==> src/rtl/ccl_pkg.sv <==
// Shared types and helpers for the connected-components frame controller.
package ccl_pkg;

  localparam int LABEL_W = 16;

  typedef enum logic [2:0] {
    CLEAR,
    WAIT_SOF,
    LABEL,
    RES_A,
    RES_B,
    RES_W,
    DONE
  } state_t;

  typedef enum logic [1:0] {
    FL_IDLE,
    FL_READ_I,
    FL_READ_EQ,
    FL_WRITE
  } flat_state_t;

  function automatic int addr_w(input int depth);
    return (depth > 1) ? $clog2(depth) : 1;
  endfunction

endpackage

==> src/rtl/ccl_label_flattener.sv <==
// Walks labels 1..num_labels-1 in ascending order, rewriting each equivalence
// entry with its root: read eq[i], read eq[eq[i]], write eq[i].
module ccl_label_flattener
  import ccl_pkg::*;
#(
  parameter int MAX_LABELS = 1024,
  parameter int LABEL_W    = ccl_pkg::LABEL_W
) (
  input  logic                            clk_in,
  input  logic                            rst_in,
  input  logic                            start,
  input  logic [LABEL_W-1:0]              num_labels,
  input  logic [LABEL_W-1:0]              rdata,
  output logic [addr_w(MAX_LABELS)-1:0]   addr,
  output logic                            we,
  output logic [LABEL_W-1:0]              wdata,
  output logic                            done,
  output flat_state_t                     state
);

  localparam int AW = addr_w(MAX_LABELS);

  logic [LABEL_W-1:0] idx;
  logic [LABEL_W-1:0] last;
  logic [LABEL_W-1:0] eq_i;

  always_ff @(posedge clk_in or posedge rst_in) begin
    if (rst_in) begin
      state <= FL_IDLE;
      idx   <= '0;
      last  <= '0;
      eq_i  <= '0;
    end else begin
      case (state)
        FL_IDLE: begin
          if (start && (num_labels > LABEL_W'(1))) begin
            idx   <= LABEL_W'(1);
            last  <= num_labels - LABEL_W'(1);
            state <= FL_READ_I;
          end
        end
        FL_READ_I:  state <= FL_READ_EQ;
        FL_READ_EQ: begin
          eq_i  <= rdata;
          state <= FL_WRITE;
        end
        FL_WRITE: begin
          if (idx == last) begin
            state <= FL_IDLE;
          end else begin
            idx   <= idx + LABEL_W'(1);
            state <= FL_READ_I;
          end
        end
        default: state <= FL_IDLE;
      endcase
    end
  end

  // The second read address comes straight from the table's read data, so
  // the table port is decoded combinationally from the phase.
  always_comb begin
    addr  = '0;
    we    = 1'b0;
    wdata = '0;
    case (state)
      FL_READ_I:  addr = idx[AW-1:0];
      FL_READ_EQ: addr = rdata[AW-1:0];
      FL_WRITE: begin
        addr  = idx[AW-1:0];
        we    = 1'b1;
        // An entry pointing at itself or forward is already a root.
        wdata = (eq_i >= idx) ? idx : rdata;
      end
      default: ;
    endcase
  end

  assign done = (state == FL_WRITE) && (idx == last);

endmodule

==> src/rtl/ccl_frame_sequencer.sv <==
// Frame-level controller: clears tables, gates one frame into the labeler,
// flattens equivalences during blanking and holds results until acknowledged.
module ccl_frame_sequencer
  import ccl_pkg::*;
#(
  parameter int HRES       = 320,
  parameter int VRES       = 180,
  parameter int MAX_LABELS = 1024,
  parameter int LABEL_W    = ccl_pkg::LABEL_W
) (
  input  logic                            clk_in,
  input  logic                            rst_in,
  input  logic [10:0]                     hcount_in,
  input  logic [9:0]                      vcount_in,
  input  logic                            valid_in,
  input  logic [LABEL_W-1:0]              next_label_in,
  output logic                            pix_en_out,
  output logic                            lbl_rst_out,
  output logic                            area_clr_out,
  output logic [addr_w(MAX_LABELS)-1:0]   tbl_addr_out,
  output logic                            tbl_we_out,
  output logic [LABEL_W-1:0]              tbl_wdata_out,
  input  logic [LABEL_W-1:0]              tbl_rdata_in,
  output logic                            done_out,
  input  logic                            ack_in,
  output logic [LABEL_W-1:0]              num_labels_out,
  output logic                            overflow_out,
  output logic [7:0]                      dropped_out
);

  localparam int AW = addr_w(MAX_LABELS);
  localparam logic [LABEL_W-1:0] MAX_LBL = LABEL_W'(MAX_LABELS);

  state_t             state;
  logic               clr_run;
  logic [AW-1:0]      clr_cnt;
  logic               sof;
  logic               eof;
  logic               clr_last;
  logic [LABEL_W-1:0] num_clamped;
  logic               flat_start;
  logic [AW-1:0]      flat_addr;
  logic               flat_we;
  logic [LABEL_W-1:0] flat_wdata;
  logic               flat_done;
  flat_state_t        flat_state;

  assign sof = valid_in && (hcount_in == '0) && (vcount_in == '0);
  assign eof = valid_in && (hcount_in == 11'(HRES - 1)) && (vcount_in == 10'(VRES - 1));
  assign clr_last    = (clr_cnt == AW'(MAX_LABELS - 1));
  assign num_clamped = (next_label_in > MAX_LBL) ? MAX_LBL : next_label_in;
  assign flat_start  = (state == LABEL) && !sof && eof;

  // done_out/ack_in handshake: done_out is a level that stays high until the
  // consumer raises ack_in for a cycle; the tables are released on that edge.
  always_ff @(posedge clk_in or posedge rst_in) begin
    if (rst_in) begin
      state          <= CLEAR;
      clr_run        <= 1'b0;
      clr_cnt        <= '0;
      num_labels_out <= '0;
      overflow_out   <= 1'b0;
      dropped_out    <= '0;
    end else begin
      if (sof && (state != WAIT_SOF) && (dropped_out != 8'hFF))
        dropped_out <= dropped_out + 8'd1;
      case (state)
        CLEAR: begin
          if (!clr_run) begin
            clr_run <= 1'b1;
          end else if (clr_last) begin
            clr_run <= 1'b0;
            clr_cnt <= '0;
            state   <= WAIT_SOF;
          end else begin
            clr_cnt <= clr_cnt + AW'(1);
          end
        end
        WAIT_SOF: begin
          if (sof) begin
            overflow_out <= 1'b0;
            state        <= LABEL;
          end
        end
        LABEL: begin
          if (next_label_in >= MAX_LBL) overflow_out <= 1'b1;
          if (sof) begin
            clr_run <= 1'b1;
            clr_cnt <= '0;
            state   <= CLEAR;
          end else if (eof) begin
            num_labels_out <= num_clamped;
            state          <= (num_clamped <= LABEL_W'(1)) ? DONE : RES_A;
          end
        end
        RES_A: state <= RES_B;
        RES_B: state <= RES_W;
        RES_W: state <= flat_done ? DONE : RES_A;
        DONE: begin
          if (ack_in) begin
            clr_run <= 1'b1;
            clr_cnt <= '0;
            state   <= CLEAR;
          end
        end
        default: state <= CLEAR;
      endcase
    end
  end

  ccl_label_flattener #(
    .MAX_LABELS (MAX_LABELS),
    .LABEL_W    (LABEL_W)
  ) u_flat (
    .clk_in     (clk_in),
    .rst_in     (rst_in),
    .start      (flat_start),
    .num_labels (num_clamped),
    .rdata      (tbl_rdata_in),
    .addr       (flat_addr),
    .we         (flat_we),
    .wdata      (flat_wdata),
    .done       (flat_done),
    .state      (flat_state)
  );

  assign pix_en_out   = valid_in && ((state == LABEL) || ((state == WAIT_SOF) && sof));
  assign done_out     = (state == DONE);
  assign area_clr_out = clr_run;
  assign lbl_rst_out  = clr_run && clr_last;

  always_comb begin
    tbl_addr_out  = '0;
    tbl_we_out    = 1'b0;
    tbl_wdata_out = '0;
    if (flat_state != FL_IDLE) begin
      tbl_addr_out  = flat_addr;
      tbl_we_out    = flat_we;
      tbl_wdata_out = flat_wdata;
    end else if (clr_run) begin
      tbl_addr_out  = clr_cnt;
      tbl_we_out    = 1'b1;
      tbl_wdata_out = LABEL_W'(clr_cnt);
    end
  end

endmodule
==> config.mk <==
export PLATFORM = sky130hd
export DESIGN_NAME = ccl_frame_sequencer
export DESIGN_NICKNAME = d
export VERILOG_FILES = /design/src/rtl/ccl_pkg.sv /design/src/rtl/ccl_label_flattener.sv /design/src/rtl/ccl_frame_sequencer.sv
export SDC_FILE = /design/constraint.sdc
export NUM_CORES = 1
export LEC_CHECK = 0
export ABC_CLOCK_PERIOD_IN_PS = 7500
export CAP_MARGIN = 20
export CORE_ASPECT_RATIO = 1.4
export CORE_MARGIN = 2
export CORE_UTILIZATION = 57
export CTS_CLUSTER_DIAMETER = 120
export DETAILED_ROUTE_END_ITERATION = 8
export PLACE_DENSITY = 0.95
export SLEW_MARGIN = 30
export SYNTH_ARGS = -nofsm -noshare
export SYNTH_HDL_FRONTEND = slang
export SYNTH_HIERARCHICAL = 1
export SYNTH_SLANG_ARGS = --single-unit
export TNS_END_PERCENT = 5
==> constraint.sdc <==
create_clock -name clk_in -period 7.5 [get_ports clk_in]
set_input_delay 1.5 -clock clk_in [delete_from_list [all_inputs] [get_ports clk_in]]
set_output_delay 1.5 -clock clk_in [all_outputs]
set_load 0.05 [all_outputs]
==> metrics.log, run 1 <==
[metrics] Slowest-stage cell, CP: sky130_fd_sc_hd__clkdlybuf4s50_1
[metrics] HPWL Detailed: 12.2 mm
[metrics] number of cell rows: 43
[metrics] flops & latches, synth: 89
[metrics] top cells by area, synth: sky130_fd_sc_hd__dfrtp_1 38%, sky130_fd_sc_hd__ha_1 5.3%, sky130_fd_sc_hd__nand2_1 5.2%
[metrics] highest achievable clock rate: 0.173 GHz
[metrics] LEAKAGE: between 3 and 4 nW
[metrics] buffer and inverter count on the worst path: 2
[metrics] fraction of synthesized cell area in xor and xnor cells: 0.0551
[metrics] number of hold violations in the final report: 0
[metrics] detailed-route wire length per cell: approximately 19 µm
[metrics] vias per std cell: roughly 6.1
[metrics] full die area: 11200 µm²
[metrics] kind of start point of the critical path: flop
[metrics] number of failing setup endpoints in the final timing report: 0
[metrics] path type of the worst setup path: flop to output pin
[metrics] path type of the worst min-delay path: flop to flop
[metrics] Clock Tree Root: sky130_fd_sc_hd__clkbuf_16
[metrics] largest stage delay on the critical path: between 800 and 900 ps
[metrics] final number of max-transition violations: 0
[metrics] Clock Pin Slew Worst Setup and Hold Paths: approximately 70 ps
[metrics] final hold slack: slightly above 500 ps
[metrics] Pwr Total: between 1 and 1.5 mW
[metrics] height of the die: around 120 µm
[metrics] endpoint class of the critical path: output pin
[metrics] utilization of the core after routing: 0.743
[metrics] cell class contributing the biggest share of worst-path delay: compound AO/OA/AOI/OAI gates
[metrics] Synth Cell Area: around 6000 µm²
[metrics] number of H-tree levels: 3
[metrics] minimum clock period: 5770 ps
[metrics] Final nets: roughly 840
[metrics] final RePlAce weighted congestion: roughly 0.93
[metrics] top-area cell type share of the netlist area: 0.378
[metrics] instance count of the mapped netlist: 650
[metrics] share of final-layout standard cells stronger than drive strength 1: 0.0812
[metrics] Top FF cell, synth: sky130_fd_sc_hd__dfrtp_1
[metrics] count of distinct cell types in the synthesized netlist: between 50 and 60
[metrics] asr flop ratio synth: 1.00
[metrics] Num Clock Sinks: just under 90
[metrics] area delta synth->final: 26.3%
[metrics] number of enable flip-flop cells after synthesis: 0
[metrics] compound-gate portion of the synthesized area: 0.171
[metrics] power per cell area: roughly 160 nW/µm²
[metrics] clock buffer count from CTS: 9
[metrics] largest net degree at the start of global routing: slightly above 50
[metrics] CP Data Arrival Time: roughly 4300 ps
[metrics] post-route ant nets: 0
[metrics] path length in cells of the critical path: 10
[metrics] Cell Chain, Critical Path: inv_1 -> ha_1 -> a211o_1 -> a31oi_1 -> o221ai_1 -> a221oi_1 -> o21a_1 -> mux2i_1 -> a22o_1 -> clkdlybuf4s50_1
[metrics] Worst Tran Pin Value: roughly 960 ps
[metrics] number of antenna violations at the first check in global routing: 0
[metrics] clock skew: approximately 9.6 ps
[metrics] count of fill cells added during filler insertion: between 600 and 700
[metrics] Pre-antenna DRT Iters: 7
[metrics] clock insertion delay at the later pin of the skew report: 350 ps
[metrics] Avg Inst Size Synth: roughly 9 µm²
[metrics] number of remaining DRC errors: 0
[metrics] initial cell density of the core: 0.588
[metrics] PostCTS Resize Cnt: 0
[metrics] arithmetic-cell share of the synthesized area counting full adders, half adders and majority gates: 0.0531
[metrics] total number of vias: 5521
[metrics] run status: completed
[metrics] number of port buffers: about 110
[metrics] Req. time, crit path: around 6000 ps
[metrics] count of boundary I/O pins: 113
[metrics] First DRT Iteration DRCs: 474
[metrics] Simple-Gate Fraction of Synth Area: 0.219
[metrics] part of the Yosys area used for sequential elements: 0.378
[metrics] area leader, netlist: sky130_fd_sc_hd__dfrtp_1
[metrics] core area: roughly 10000 µm²
[metrics] CTS tree: built
[metrics] Sum Neg Setup Slack: 0 ps
[metrics] unrepaired setup endpoints after global routing: no
[metrics] Yosys warnings: 6
[metrics] post-route cell area: roughly 7400 µm²
[metrics] cell depth of the worst flop-to-flop path: 8
[metrics] overall routing resource usage: 0.296
[metrics] dominant combinational cell family by area after synthesis: simple AND/OR/NAND/NOR gates
[metrics] final global-route overflow total: 0
[metrics] number of diodes: 0
[metrics] Total Wirelength: about 17 mm
[metrics] buffers inserted by post-CTS timing repair: 0
[metrics] number of instances on the worst hold path: 1
[metrics] Die X: around 90 µm
[metrics] crit path max fanout: 16
[metrics] global-route wire length before repair: approximately 27 mm
[metrics] relative max-transition margin: 0.362
[metrics] multiplexer share of the synthesized area: 0.0721
[metrics] total placed instance area: just over 7000 µm²
[metrics] via count of the first global-routing pass: around 5500
[metrics] reported max-cap violation count: 0
[metrics] share of the clock period used by the worst path after layout: 0.769
[metrics] maximum buffer depth of the clock tree: 2
[metrics] maximum ir drop on the vdd rail: about 0.13 mV
[metrics] # hold bufs at CTS: 0
## cell usage after synthesis, types with 3 or more instances
cell type,number
sky130_fd_sc_hd__a21oi_1,42
sky130_fd_sc_hd__inv_1,39
sky130_fd_sc_hd__dfrtp_1,89
sky130_fd_sc_hd__nor3_1,11
sky130_fd_sc_hd__a22o_1,21
sky130_fd_sc_hd__ha_1,25
sky130_fd_sc_hd__nand3_1,12
sky130_fd_sc_hd__nor2b_1,11
sky130_fd_sc_hd__o21ai_0,22
sky130_fd_sc_hd__nand2b_1,6
sky130_fd_sc_hd__or4_1,7
sky130_fd_sc_hd__or3_1,6
sky130_fd_sc_hd__a21o_1,5
sky130_fd_sc_hd__a211o_1,3
sky130_fd_sc_hd__a21oi_2,4
sky130_fd_sc_hd__xor2_1,3
sky130_fd_sc_hd__mux2i_1,21
sky130_fd_sc_hd__nor4_4,5
sky130_fd_sc_hd__and2_1,17
sky130_fd_sc_hd__a31oi_1,13
sky130_fd_sc_hd__mux2_2,18
sky130_fd_sc_hd__a31o_1,4
sky130_fd_sc_hd__nor4_1,11
sky130_fd_sc_hd__or2_2,3
sky130_fd_sc_hd__nand2_1,81
sky130_fd_sc_hd__and3_1,7
sky130_fd_sc_hd__xnor2_1,34
sky130_fd_sc_hd__o31ai_1,5
sky130_fd_sc_hd__nand4_1,18
sky130_fd_sc_hd__nor2_1,37
sky130_fd_sc_hd__buf_2,5
sky130_fd_sc_hd__clkbuf_1,27
sky130_fd_sc_hd__a211oi_1,3
sky130_fd_sc_hd__o211ai_1,3
## power by group
part           switching, mW  internal [mW]
Sequential            0.0441          0.503
Combinational         0.0794         0.0716
Clock                  0.201          0.261
## routing by layer
metal	vias up	track usage	routed length, µm
li1	2529	-	-
met1	2636	0.309	6060
met2	297	0.568	8980
met3	59	0.0563	1050
met4	0	0.129	598
met5	-	0	0
## cell families after synthesis
| kind of cell | after synthesis |
|---|---|
| muxes | 40 |
| adders and majority gates | 25 |
| xor gates and xnor gates | 37 |
| DFF | 89 |
| AOI/OAI and AO/OA | 145 |
| and+or+nand+nor | 238 |
| other | 1 |
| buffers and inverters | 75 |
## metrics by stage
stage,setup WS [ps],cells
6_report,1730,899
4_1_cts,1760,898
5_1_grt,1600,899
3_3_place_gp,2010,882
3_5_place_dp,1790,882
2_1_floorplan,2960,666
## flip-flops by register name, indices dropped and copies added, names as in the netlist
register / flops
u_flat/idx: 16
u_flat/eq_i: 16
u_flat/last: 16
area_clr_out: 1
u_flat/state: 2
state: 3
dropped_out: 8
num_labels_out: 16
overflow_out: 1
clr_cnt: 10
## placed cells by master, fill, tap and decap left out, drive strengths merged, types with 12 or more instances in the layout
cell | netlist | routed
clkdlybuf4s50 | 0 | 112
dfrtp | 89 | 89
nand2 | 81 | 81
a21oi | 46 | 46
inv | 39 | 39
nor2 | 37 | 37
xnor2 | 34 | 34
ha | 25 | 25
o21ai | 23 | 23
mux2i | 21 | 21
a22o | 21 | 21
mux2 | 19 | 19
nand4 | 18 | 18
and2 | 17 | 17
conb | 1 | 17
nor4 | 16 | 16
a31oi | 13 | 13
nand3 | 12 | 12
## worst register-to-register path: cells and delay by family, from the launching register on
| kind | cells | cell delay, ps |
|---|---|---|
| flops | 1 | 600 |
| buf+inv | 1 | 310 |
| simple gates | 5 | 1630 |
| compound gates | 2 | 390 |
## worst paths after layout
check	from	end	slack [ps]
setup / recovery	u_flat/idx[2]	tbl_wdata_out[8]	1730
setup reg to reg	state[1]	u_flat/idx[9]	4470
hold reg to reg	num_labels_out[14]	num_labels_out[14]	510
max in group asynchronous	rst_in	u_flat/last[9]	5410
hold / removal	num_labels_out[14]	num_labels_out[14]	510
min in group asynchronous	rst_in	clr_cnt[9]	1610
## cell type report
class	instances	area, µm²	share of cell area
well taps	135	169	0.0227
inverters	40	150	0.0202
clock buffers	9	225	0.0303
repair buffers	117	1160	0.156
clock inverters	7	78.8	0.0106
multi-input cells	502	3430	0.461
flip-flops and latches	89	2230	0.300
(Power assumes the default switching activity.)
==> inputs of run 2 (changes only) <==
- ABC_CLOCK_PERIOD_IN_PS: 7500 -> 5200
- CORE_UTILIZATION: 57 -> 48
- PLACE_DENSITY: 0.95 -> 0.89
- clock period: 7.5 -> 5.2 ns (I/O delays scaled with it)
==> metrics.log, run 2 (synthesized netlist as in run 1, its figures left out) <==
[metrics] run status: completed
[metrics] path type of the worst min-delay path: flop to flop
[metrics] reported max-cap violation count: 0
[metrics] overall routing resource usage: 0.232
[metrics] maximum ir drop on the vdd rail: between 0.15 and 0.2 mV
[metrics] Slowest-stage cell, CP: sky130_fd_sc_hd__clkdlybuf4s50_1
[metrics] CP Data Arrival Time: between 3000 and 4000 ps
[metrics] Final nets: between 800 and 900
[metrics] source of the worst register-to-register timing path: u_flat/state[0]
[metrics] largest stage delay on the critical path: about 830 ps
[metrics] full die area: between 10000 and 15000 µm²
[metrics] detailed-route wire length per cell: between 15 and 20 µm
[metrics] final global-route overflow total: 0
[metrics] final RePlAce weighted congestion: 0.912
[metrics] vias per std cell: about 5.8
[metrics] clock skew: ~7.4 ps
[metrics] start point of the critical path: u_flat/idx[2]
[metrics] post-route cell area: approximately 7500 µm²
[metrics] clock insertion delay at the later pin of the skew report: ~340 ps
[metrics] placed instance count: 900
[metrics] number of cell rows: 47
[metrics] kind of start point of the critical path: flop
[metrics] GR Util met1: 0.269
[metrics] worst slack at placement: between 500 and 600 ps
[metrics] power per cell area: 227 nW/µm²
[metrics] number of diodes: 0
[metrics] count of fill cells added during filler insertion: 971
[metrics] Die X: slightly below 100 µm
[metrics] number of H-tree levels: 3
[metrics] Clock Pin Slew Worst Setup and Hold Paths: ~60 ps
[metrics] Global Route met2 Usage: 0.412
[metrics] GRT Max-Usage Layer: met2
[metrics] non-filler instance count after layout: 916
[metrics] number of hold violations in the final report: 0
[metrics] Total Wirelength: ~15 mm
[metrics] number of remaining DRC errors: 0
[metrics] highest achievable clock rate: 0.207 GHz
[metrics] height of the die: between 100 and 150 µm
[metrics] area delta synth->final: 27.6%
[metrics] number of antenna violations at the first check in global routing: 0
[metrics] Pwr Total: between 1.5 and 2 mW
[metrics] crit path setup slack, layout: 358 ps
[metrics] Req. time, crit path: roughly 4200 ps
[metrics] count of boundary I/O pins: 113
[metrics] First DRT Iteration DRCs: 396
[metrics] final number of max-transition violations: 0
[metrics] FF/Latch Area: 2230 µm²
[metrics] unrepaired setup endpoints after global routing: no
[metrics] global-route wire length before repair: about 25 mm
[metrics] endpoint class of the critical path: output pin
[metrics] Clock Tree Root: sky130_fd_sc_hd__clkbuf_16
[metrics] core area: between 10000 and 15000 µm²
[metrics] share of the clock period used by the worst path after layout: 0.931
[metrics] most frequent cells in the layout: 112 x sky130_fd_sc_hd__clkdlybuf4s50_1, 89 x sky130_fd_sc_hd__dfrtp_1, 81 x sky130_fd_sc_hd__nand2_1
[metrics] met3 Use GR: 0.0399
[metrics] Num Clock Sinks: 89
[metrics] minimum clock period: ~4800 ps
[metrics] number of port buffers: approximately 110
[metrics] # hold bufs at CTS: 0
[metrics] initial cell density of the core: 0.495
[metrics] largest net degree at the start of global routing: around 50
[metrics] Sum Neg Setup Slack: 0 ps
[metrics] crit path max fanout: 10
[metrics] LEAKAGE: around 3.3 nW
[metrics] Worst Tran Pin Value: 735 ps
[metrics] PostCTS Resize Cnt: 0
[metrics] Pre-antenna DRT Iters: 5
[metrics] clock buffer count from CTS: 9
[metrics] path type of the worst setup path: flop to output pin
[metrics] most frequent standard cell in the layout excluding fill and tap cells: sky130_fd_sc_hd__clkdlybuf4s50_1
[metrics] Cell Chain, Critical Path: inv_1 -> ha_1 -> a211o_1 -> a31oi_1 -> o221ai_1 -> a221oi_1 -> o21a_1 -> buf_4 -> mux2i_1 -> a22o_1 -> clkdlybuf4s50_1
[metrics] maximum buffer depth of the clock tree: 2
[metrics] total number of vias: between 5000 and 6000
[metrics] total placed instance area: around 7200 µm²
[metrics] HPWL Detailed: about 11 mm
[metrics] utilization of the core after routing: 0.632
[metrics] final hold slack: roughly 490 ps
[metrics] buffers inserted by post-CTS timing repair: 0
[metrics] relative max-transition margin: 0.510
[metrics] CTS tree: built
[metrics] post-route ant nets: 0
[metrics] area taken by multi-input logic gates: approximately 3400 µm²
[metrics] number of failing setup endpoints in the final timing report: 0
[metrics] worst hold path startpoint: num_labels_out[0]
[metrics] share of final-layout standard cells stronger than drive strength 1: 0.0858
[metrics] via count of the first global-routing pass: ~5300
==> run 2: path summary, 6_finish.rpt <==
| check | end | depth (start not counted) | slack, ps |
|---|---|---|---|
| min in group asynchronous | clr_cnt[8] | 2 | 1100 |
| min | num_labels_out[0] | 1 | 490 |
| max in group asynchronous | num_labels_out[3] | 3 | 3400 |
| min reg2reg | num_labels_out[0] | 1 | 490 |
| max reg2reg | u_flat/idx[8] | 8 | 1970 |
| max | tbl_wdata_out[1] | 11 | 360 |
==> run 2: layout make-up <==
type,count,area share
timing repair buffer,122,0.159
inverter,40,0.0203
clock buffer,9,0.0300
sequential,89,0.297
tap,147,0.0245
clock inverter,7,0.0135
multi-input combinational,502,0.456
==> run 2: routing by layer <==
| layer | share of wire | wire (µm) |
|---|---|---|
| met1 | 0.38 | 5670 |
| met4 | 0.042 | 628 |
| met5 | 0 | 0 |
| met2 | 0.52 | 7750 |
| met3 | 0.056 | 835 |
==> run 2: worst max-delay path, delay by kind of cell, from the launching register on <==
family,cells,cell delay [ps]
AOI/OAI and AO/OA,6,1290
buffers and inverters,3,1180
DFF,1,440
adders and majority gates,1,320
muxes,1,230
==> run 2: where the power goes <==
group | leakage, nW | switching [mW] | total [mW] | internal, mW
combinational | 2.05 | 0.109 | 0.213 | 0.103
sequential | 1.11 | 0.0584 | 0.784 | 0.726
clock | 0.153 | 0.280 | 0.705 | 0.425
